--- config.mk ---
export PLATFORM = sky130hd
export DESIGN_NAME = hs_rx_buffer
export DESIGN_NICKNAME = d
export VERILOG_FILES = /design/src/rtl/hs_pkg.sv /design/src/rtl/hs_rx_mem.sv /design/src/rtl/hs_rx_buffer.sv
export SDC_FILE = /design/constraint.sdc
export NUM_CORES = 1
export LEC_CHECK = 0
export ABC_AREA = 1
export BUFFER_PORTS_ARGS = -buffer_cell sky130_fd_sc_hd__buf_4
export CAP_MARGIN = 20
export CELL_PAD_IN_SITES_DETAIL_PLACEMENT = 0
export CELL_PAD_IN_SITES_GLOBAL_PLACEMENT = 1
export CORE_ASPECT_RATIO = 1.75
export CORE_MARGIN = 10
export CORE_UTILIZATION = 35
export DETAILED_ROUTE_END_ITERATION = 8
export PLACE_DENSITY = 0.69
export SYNTH_ARGS = -nofsm -noshare
export SYNTH_HDL_FRONTEND = slang
export SYNTH_SLANG_ARGS = --single-unit
--- constraint.sdc ---
create_clock -name clk -period 2.4 [get_ports clk]
set_input_delay 0.12 -clock clk [delete_from_list [all_inputs] [get_ports clk]]
set_output_delay 0.12 -clock clk [all_outputs]
set_load 0.005 [all_outputs]
--- src/rtl/hs_pkg.sv ---
// Shared definitions for the handshake receive buffer:
// ready-return FSM encodings and a log2 helper for pointer widths.
package hs_pkg;

  localparam logic HS_IDLE = 1'b0;
  localparam logic HS_OWED = 1'b1;

  // Ceiling log2, used to size pointers from DEPTH
  function automatic int hs_log2(input int n);
    int r;
    r = 0;
    for (int i = 0; i < 31; i++) begin
      if ((1 << i) < n) r = i + 1;
    end
    return r;
  endfunction

endpackage

--- src/rtl/hs_rx_mem.sv ---
// Receive buffer storage: one synchronous write port,
// one asynchronous read port, contents not reset.
module hs_rx_mem #(
  parameter int DATA_W = 8,
  parameter int DEPTH  = 4,
  parameter int AW     = 2
) (
  input  logic              clk,
  input  logic              we_i,
  input  logic [AW-1:0]     waddr_i,
  input  logic [DATA_W-1:0] wdata_i,
  input  logic [AW-1:0]     raddr_i,
  output logic [DATA_W-1:0] rdata_o
);

  logic [DATA_W-1:0] mem_q [DEPTH];

  // Store the incoming word at the write address
  always_ff @(posedge clk) begin
    if (we_i) mem_q[waddr_i] <= wdata_i;
  end

  assign rdata_o = mem_q[raddr_i];

endmodule

--- src/rtl/hs_rx_buffer.sv ---
// Destination-side receiver for the toggle-synchronised handshake:
// buffers pulsed words in a FIFO and returns one ready pulse per word.
module hs_rx_buffer
  import hs_pkg::*;
#(
  parameter int DATA_W = 8,
  parameter int DEPTH  = 4
) (
  input  logic                      clk,
  input  logic                      rst_n,
  input  logic [DATA_W-1:0]         in_data,
  input  logic                      in_valid,
  output logic                      in_ready,
  output logic [DATA_W-1:0]         out_data,
  output logic                      out_valid,
  input  logic                      out_ready,
  output logic [hs_log2(DEPTH):0]   level,
  output logic                      overflow,
  input  logic                      clr_overflow
);

  localparam int AW = hs_log2(DEPTH);
  localparam logic [AW:0] FULL_LVL = (AW+1)'(DEPTH);

  logic [AW:0] wr_ptr_q, wr_ptr_d;
  logic [AW:0] rd_ptr_q, rd_ptr_d;
  logic [AW:0] level_q, level_d;
  logic        state_q, state_d;
  logic        rdy_q, rdy_d;
  logic        ovf_q, ovf_d;

  logic empty;
  logic full;
  logic push;
  logic pop;

  assign empty = (wr_ptr_q == rd_ptr_q);
  assign full  = (wr_ptr_q[AW] != rd_ptr_q[AW]) &&
                 (wr_ptr_q[AW-1:0] == rd_ptr_q[AW-1:0]);
  assign push  = in_valid & ~full;
  assign pop   = ~empty & out_ready;

  hs_rx_mem #(
    .DATA_W (DATA_W),
    .DEPTH  (DEPTH),
    .AW     (AW)
  ) u_mem (
    .clk     (clk),
    .we_i    (push),
    .waddr_i (wr_ptr_q[AW-1:0]),
    .wdata_i (in_data),
    .raddr_i (rd_ptr_q[AW-1:0]),
    .rdata_o (out_data)
  );

  // Next pointers and occupancy from this cycle's push/pop
  always_comb begin
    wr_ptr_d = wr_ptr_q;
    rd_ptr_d = rd_ptr_q;
    level_d  = level_q;
    if (push) wr_ptr_d = wr_ptr_q + 1'b1;
    if (pop)  rd_ptr_d = rd_ptr_q + 1'b1;
    unique case ({push, pop})
      2'b10:   level_d = level_q + 1'b1;
      2'b01:   level_d = level_q - 1'b1;
      default: level_d = level_q;
    endcase
  end

  // Ready-return: pay back each word now, or owe it until a pop
  always_comb begin
    state_d = state_q;
    rdy_d   = 1'b0;
    unique case (state_q)
      HS_IDLE: begin
        if (push) begin
          if (level_d != FULL_LVL) rdy_d = 1'b1;
          else                     state_d = HS_OWED;
        end
      end
      HS_OWED: begin
        if (pop) begin
          rdy_d   = 1'b1;
          state_d = HS_IDLE;
        end
      end
      default: state_d = HS_IDLE;
    endcase
  end

  // Sticky overflow; a new drop wins over a same-cycle clear
  always_comb begin
    ovf_d = ovf_q;
    if (in_valid & full) ovf_d = 1'b1;
    else if (clr_overflow) ovf_d = 1'b0;
  end

  // State registers, all cleared asynchronously
  always_ff @(posedge clk or negedge rst_n) begin
    if (!rst_n) begin
      wr_ptr_q <= '0;
      rd_ptr_q <= '0;
      level_q  <= '0;
      state_q  <= HS_IDLE;
      rdy_q    <= 1'b0;
      ovf_q    <= 1'b0;
    end else begin
      wr_ptr_q <= wr_ptr_d;
      rd_ptr_q <= rd_ptr_d;
      level_q  <= level_d;
      state_q  <= state_d;
      rdy_q    <= rdy_d;
      ovf_q    <= ovf_d;
    end
  end

  assign in_ready  = rdy_q;
  assign out_valid = ~empty;
  assign level     = level_q;
  assign overflow  = ovf_q;

endmodule
==> results.yml, run 1 <==
timing:
  rsz0062_at_grt: "no"
  worstMarginPinSlew_ps: 512
  max_slew_margin_pct: 65.9
  fmax_ghz: 0.460
  hold_viol: 0
  setup_tns_ps: 0
  skew_ps: 4.98
  period_share_pct: 90.5
  drv_slew: 0
  setup_viol: 0
  min_period_ps: 2170
critical_path:
  crit_path_top_delay_cell: "fa_1"
  crit_buf_inv: 3
  timing.rr.start: "wr_ptr_q[1]"
  crit_chain: "inv_2 -> nand2_1 -> nand2_2 -> nand3_2 -> nand2_2 -> ha_2 -> inv_1 -> fa_1 -> nand2_1 -> o21ai_2 -> nand3_2 -> inv_1 -> nand2_1 -> nand2_1 -> nand2_1"
  crit_required_ps: 2580
  cp-start-kind: "flip-flop"
  critPathArrivalTime_ps: 2360
  critPathMaxStageDelay_ps: 500
  r2r_slack_ps: 230
  worst-r2r-cell-count: 15
  rr_endpoint: "in_ready"
  endpoint_kind: "flip-flop"
  cp_top_family: "simple AND/OR/NAND/NOR gates"
  critPathMaxFanout: 4
  cp_common_cell: "nand2_1"
  crit_type: "flip-flop to flip-flop"
detailed_routing:
  num_vias: 1288
  antenna_left: 0
  drt_iter0_drc: 110
  vias_per_cell: 4.52
  routed_wl_um: 3950
  wire_per_inst_um: 13.9
  drc: 0
  drt-pass1-iter-count: 4
worst_hold_path:
  hold_depth: 2
  hold_path.class: "input pin to flip-flop"
  whs_endpoint: "overflow"
  hold_start: "clr_overflow"
grt:
  grt_pass1_wl_um: 6670
  first_global_vias: 1363
  track_usage_pct: 9.00
  grt-ovfl-total: 0
  grt_max_degree: 19
  grt_antenna_before_repair: 0
layout:
  stdcell_count: 285
  multi_input_area_um2: 569
  fillers: 539
  drive_gt1_share_pct: 30.3
  seq_area_um2: 1260
  final_nets: 230
  antennaDiodeCount: 0
  syn_to_final_growth_pct: 25.0
cts:
  clkLatencyLatePin_ps: 290
  htreeDepth: 2
  clock-root-buffer: "clkbuf_8"
  cts_buffer_depth: 2
  path_clk_slew_ps: 70
  clkSinkCount: 44
  cts_tree: "yes"
  cts_buffers: 5
floorplan:
  initial_core_util_pct: 36.5
  die_y_um: 118
  rows: 35
  die_width_um: 76.2
  die_area_um2: 9010
  placeableCoreArea_um2: 5300
  num_io_pins: 27
yosys:
  syn_area_per_cell_um2: 11.5
  yosysWarnings: 0
  synth-seq-cells: 44
  syn_area_um2: 1930
  synth-seq-area-share_pct: 65.2
  syn_inst: 168
  synth.net_count: 188
  synth_cell_types: 25
outcome:
  status: "finished clean"
place:
  gp_congestion: 0.782
  dp.cells: 272
  dp_hpwl_um: 2920
  io_buffers: 26
power_and_ir_drop:
  p_leak_nw: 1.02
  vdd_drop_max_uv: 649
  powerDensity_nw_per_um2: 1290
job:
  cap_violations: 0
==> per-stage QoR <==
step | hold WS, ps | instance area [µm²] | setup slack [ps] | power (mW) | util, %
floorplan | -176 | 1930 | 177 | 1.99 | -
detailed placement | -24.7 | 2250 | 104 | 2.54 | 42.5
CTS | 5.17 | 2370 | 64.1 | 3.09 | 44.7
finish | 13.7 | 2420 | 228 | 3.13 | 45.6
global route | 15.1 | 2420 | 27.7 | 3.41 | 45.6
global placement | -29.9 | 2250 | 174 | 2.49 | 42.5
==> worst max path at each step <==
stage,startpoint,endpoint,slack [ps],depth (start not counted)
4_1_cts,wr_ptr_q[1],in_ready,60,15
3_5_place_dp,wr_ptr_q[1],in_ready,100,15
6_report,wr_ptr_q[1],in_ready,230,15
2_1_floorplan,rd_ptr_q[0],in_ready,180,15
3_3_place_gp,wr_ptr_q[1],in_ready,170,15
5_1_grt,wr_ptr_q[1],in_ready,30,15
==> power breakdown <==
part	switching (mW)	total [mW]	internal (mW)
combinational	0.778	1.42	0.640
clock	0.237	0.546	0.309
sequential	0.116	1.16	1.05
total	1.13	3.13	2.00
==> cell usage after synthesis, drive strengths merged <==
cell | instances | area share [%]
nand3 | 4 | 1.3
nor2 | 22 | 4.4
dfrtp | 12 | 16
xnor2 | 3 | 1.7
edfxtp | 32 | 50
nand2 | 28 | 6.0
ha | 6 | 3.9
nand4 | 1 | 0.32
o22ai | 9 | 2.9
inv | 22 | 4.3
clkbuf | 1 | 0.19
a21oi | 2 | 0.71
fa | 1 | 1.0
o21ai | 19 | 4.9
xor2 | 2 | 1.3
buf | 4 | 1.8
==> cells by family (layout without fill, tap and decap cells) <==
family / count (synthesis) / after routing / share of synthesized area, %
compound gates: 30 / 30 / 8.54
xor+xnor: 5 / 5 / 3.04
fa+ha+maj: 7 / 7 / 4.92
buf+inv: 27 / 70 / 6.28
flops: 44 / 44 / 65.2
simple gates: 55 / 55 / 12.0
==> final cells by class <==
class | count | area share [%]
Timing Repair Buffer | 40 | 12.5
Clock buffer | 6 | 3.00
Sequential cell | 44 | 52.2
Tap cell | 74 | 3.83
Inverter | 22 | 3.42
Multi-Input combinational cell | 97 | 23.6
Clock inverter | 2 | 1.45
==> timing repair <==
action / CTS / global route
gates resized for setup: 0 / 8
setup buffers: 0 / 4
hold endpoints to repair: 12 / 0
hold buffers: 1 / 0
endpoints found under the setup margin: 0 / 2
==> state kept, by name (all words and copies together) (netlist names) <==
| register | flops |
|---|---|
| state_q | 1 |
| in_ready | 1 |
| rd_ptr_q | 3 |
| u_mem.mem_q | 32 |
| overflow | 1 |
| wr_ptr_q | 3 |
| level | 3 |
==> layout by cell type (no fill, tap or decap), drive strengths merged, types with 2 or more instances in the layout <==
cell type  count
dfrtp         12
a21oi          2
nand2         28
ha             6
edfxtp        32
nor2          22
clkbuf         6
nand3          4
inv           22
xor2           2
buf           39
o21ai         19
o22ai          9
xnor2          3
==> worst reg2reg max path, delay by kind of cell, from the launching register on <==
family                   cells  cell delay [ps]
AO/OA/AOI/OAI                1               80
AND/OR/NAND/NOR              9              680
adder cells (fa/ha/maj)      2              670
flip-flops                   1              430
buffers and inverters        3              220
==> per-layer routing <==
layer | part of all wire, % | GRT usage [%] | up-vias
met5 | 0 | 0 | -
met4 | 1.2 | 3.50 | 0
met3 | 4.3 | 2.58 | 5
met2 | 54 | 16.3 | 25
met1 | 40 | 9.46 | 615
li1 | - | - | 643
(Power assumes the default switching activity.)
==> inputs of run 2 (changes only) <==
Settings changed: BUFFER_PORTS_ARGS -buffer_cell sky130_fd_sc_hd__buf_4 to unset, DONT_BUFFER_PORTS set to 1, PLACE_DENSITY 0.69 to 0.63, REMOVE_ABC_BUFFERS set to 1.
==> results.yml, run 2 (synthesis results as in run 1) <==
detailed_routing:
  drt_iter0_drc: 75
  num_vias: 1216
  drt-pass1-iter-count: 4
  wire_per_inst_um: 14.2
  drc: 0
  vias_per_cell: 4.52
  antenna_left: 0
  routed_wl_um: 3810
layout:
  largest_reg_flops: 32
  final_nets: 214
  final_core_util_pct: 43.8
  drive_gt1_share_pct: 17.4
  final_cell_mix: "edfxtp_1 (32), nand2_1 (24), nor2_1 (21)"
  syn_to_final_growth_pct: 20.0
  layout.cells.most_common: "edfxtp_1"
  regMostFlops: "u_mem.mem_q"
  antennaDiodeCount: 0
timing:
  hold_viol: 0
  fmax_ghz: 0.449
  period_share_pct: 92.9
  max_slew_margin_pct: 59.8
  worstMarginPinSlew_ps: 602
  setup_viol: 0
  drv_slew: 0
  worst_slack_ps: 171
  min_period_ps: 2230
  skew_ps: 5.73
  hold_slack_ps: 63.8
  setup_tns_ps: 0
critical_path:
  critPathArrivalTime_ps: 2410
  crit_type: "flip-flop to flip-flop"
  cp-start-kind: "flip-flop"
  endpoint_kind: "flip-flop"
  critPathMaxFanout: 4
  crit_required_ps: 2580
  worst-r2r-cell-count: 15
grt:
  grt_max_degree: 19
  track_usage_pct: 8.49
  grt-ovfl-total: 0
  first_global_vias: 1246
  grt_antenna_before_repair: 0
  grt_pass1_wl_um: 6280
cts:
  path_clk_slew_ps: 80
  cts_tree: "yes"
  htreeDepth: 2
  cts_buffer_depth: 2
  clkLatencyLatePin_ps: 290
  clock-root-buffer: "clkbuf_8"
  cts_buffers: 5
  clkSinkCount: 44
job:
  cap_violations: 0
power_and_ir_drop:
  p_comb_share_pct: 41.1
  clkPwrFrac_pct: 18.8
  p_switching_mw: 1.09
  power_frac_seq_pct: 40.1
  powerDensity_nw_per_um2: 1260
  p_leak_nw: 0.946
  vdd_drop_max_uv: 599
  p_int_mw: 1.82
  switching_share_pct: 37.5
floorplan:
  placeableCoreArea_um2: 5300
  rows: 35
  die_width_um: 76.2
  die_y_um: 118
  die_area_um2: 9010
  initial_core_util_pct: 36.5
  num_io_pins: 27
worst_hold_path:
  hold_path.class: "input pin to flip-flop"
  hold_depth: 4
place:
  gp_congestion: 0.753
  dp_hpwl_um: 2820
  post-place-ws_ps: 67.1
  io_buffers: 0
outcome:
  status: "finished clean"
-- run 2: cell types whose count changed in the layout (fill, tap and decap cells not counted), sizes merged --
cell	change
buf	-26
clkbuf	-1
dlygate4sd3	+10
clkinv	+1
-- run 2: critical path, cell delays in order, from the launching register on --
cell     delay, ps
dfrtp_1        400
inv_1          140
nand2_1         90
nand2_2         80
nand3_2        100
nand2_2         90
ha_1           160
inv_1           70
fa_1           510
nand2_1         70
o21ai_2         90
nand3_2        110
inv_1           60
nand2_1         40
nand2_1         60
nand2_1         50
-- run 2: area by class of cell --
type,count,area (µm²)
Fill cell,495,2980
Sequential cell,44,1260
Multi-Input combinational cell,97,564
Timing Repair Buffer,24,208
Tap cell,74,92.6
Inverter,22,82.6
Clock buffer,5,68.8
Clock inverter,3,42.5
-- run 2: power groups by stage --
stage	clock network [mW]	logic, mW	registers, mW
after floorplan	0	0.739	1.19
after global placement	0	1.07	1.19
after detailed placement	0	1.12	1.20
after CTS	0.567	1.16	1.18
after global routing	0.593	1.39	1.19
final	0.548	1.20	1.17
-- run 2: worst paths after layout --
path                       slack (ps)          end        start
max in group asynchronous        1730  wr_ptr_q[0]        rst_n
min in group asynchronous         270     level[2]        rst_n
hold / removal                     60  rd_ptr_q[1]    out_ready
hold reg to reg                   520      state_q      state_q
setup / recovery                  170     in_ready  wr_ptr_q[1]
setup reg to reg                  170     in_ready  wr_ptr_q[1]
-- run 2: stage by stage --
stage	cell area (µm²)	instances	power, mW
finish	2320	269	2.92
CTS	2280	266	2.90
global placement	2060	247	2.26
detailed placement	2060	247	2.32
floorplan	1890	163	1.93
global route	2320	269	3.17
-- run 2: timing repair --
item | CTS | global route
endpoints found under the hold margin | 45 | 0
endpoints found under the setup margin | 0 | 2
gates resized for setup | 0 | 4
buffers inserted | 0 | 3
hold buffers | 11 | 0
-- run 2: metal layers --
layer / up-vias / wire length, µm / GRT usage, %
met3: 2 / 183 / 2.66
met5: - / 0 / 0
met2: 27 / 2070 / 15.2
met1: 576 / 1530 / 9.06
met4: 0 / 23 / 3.15
li1: 611 / - / -
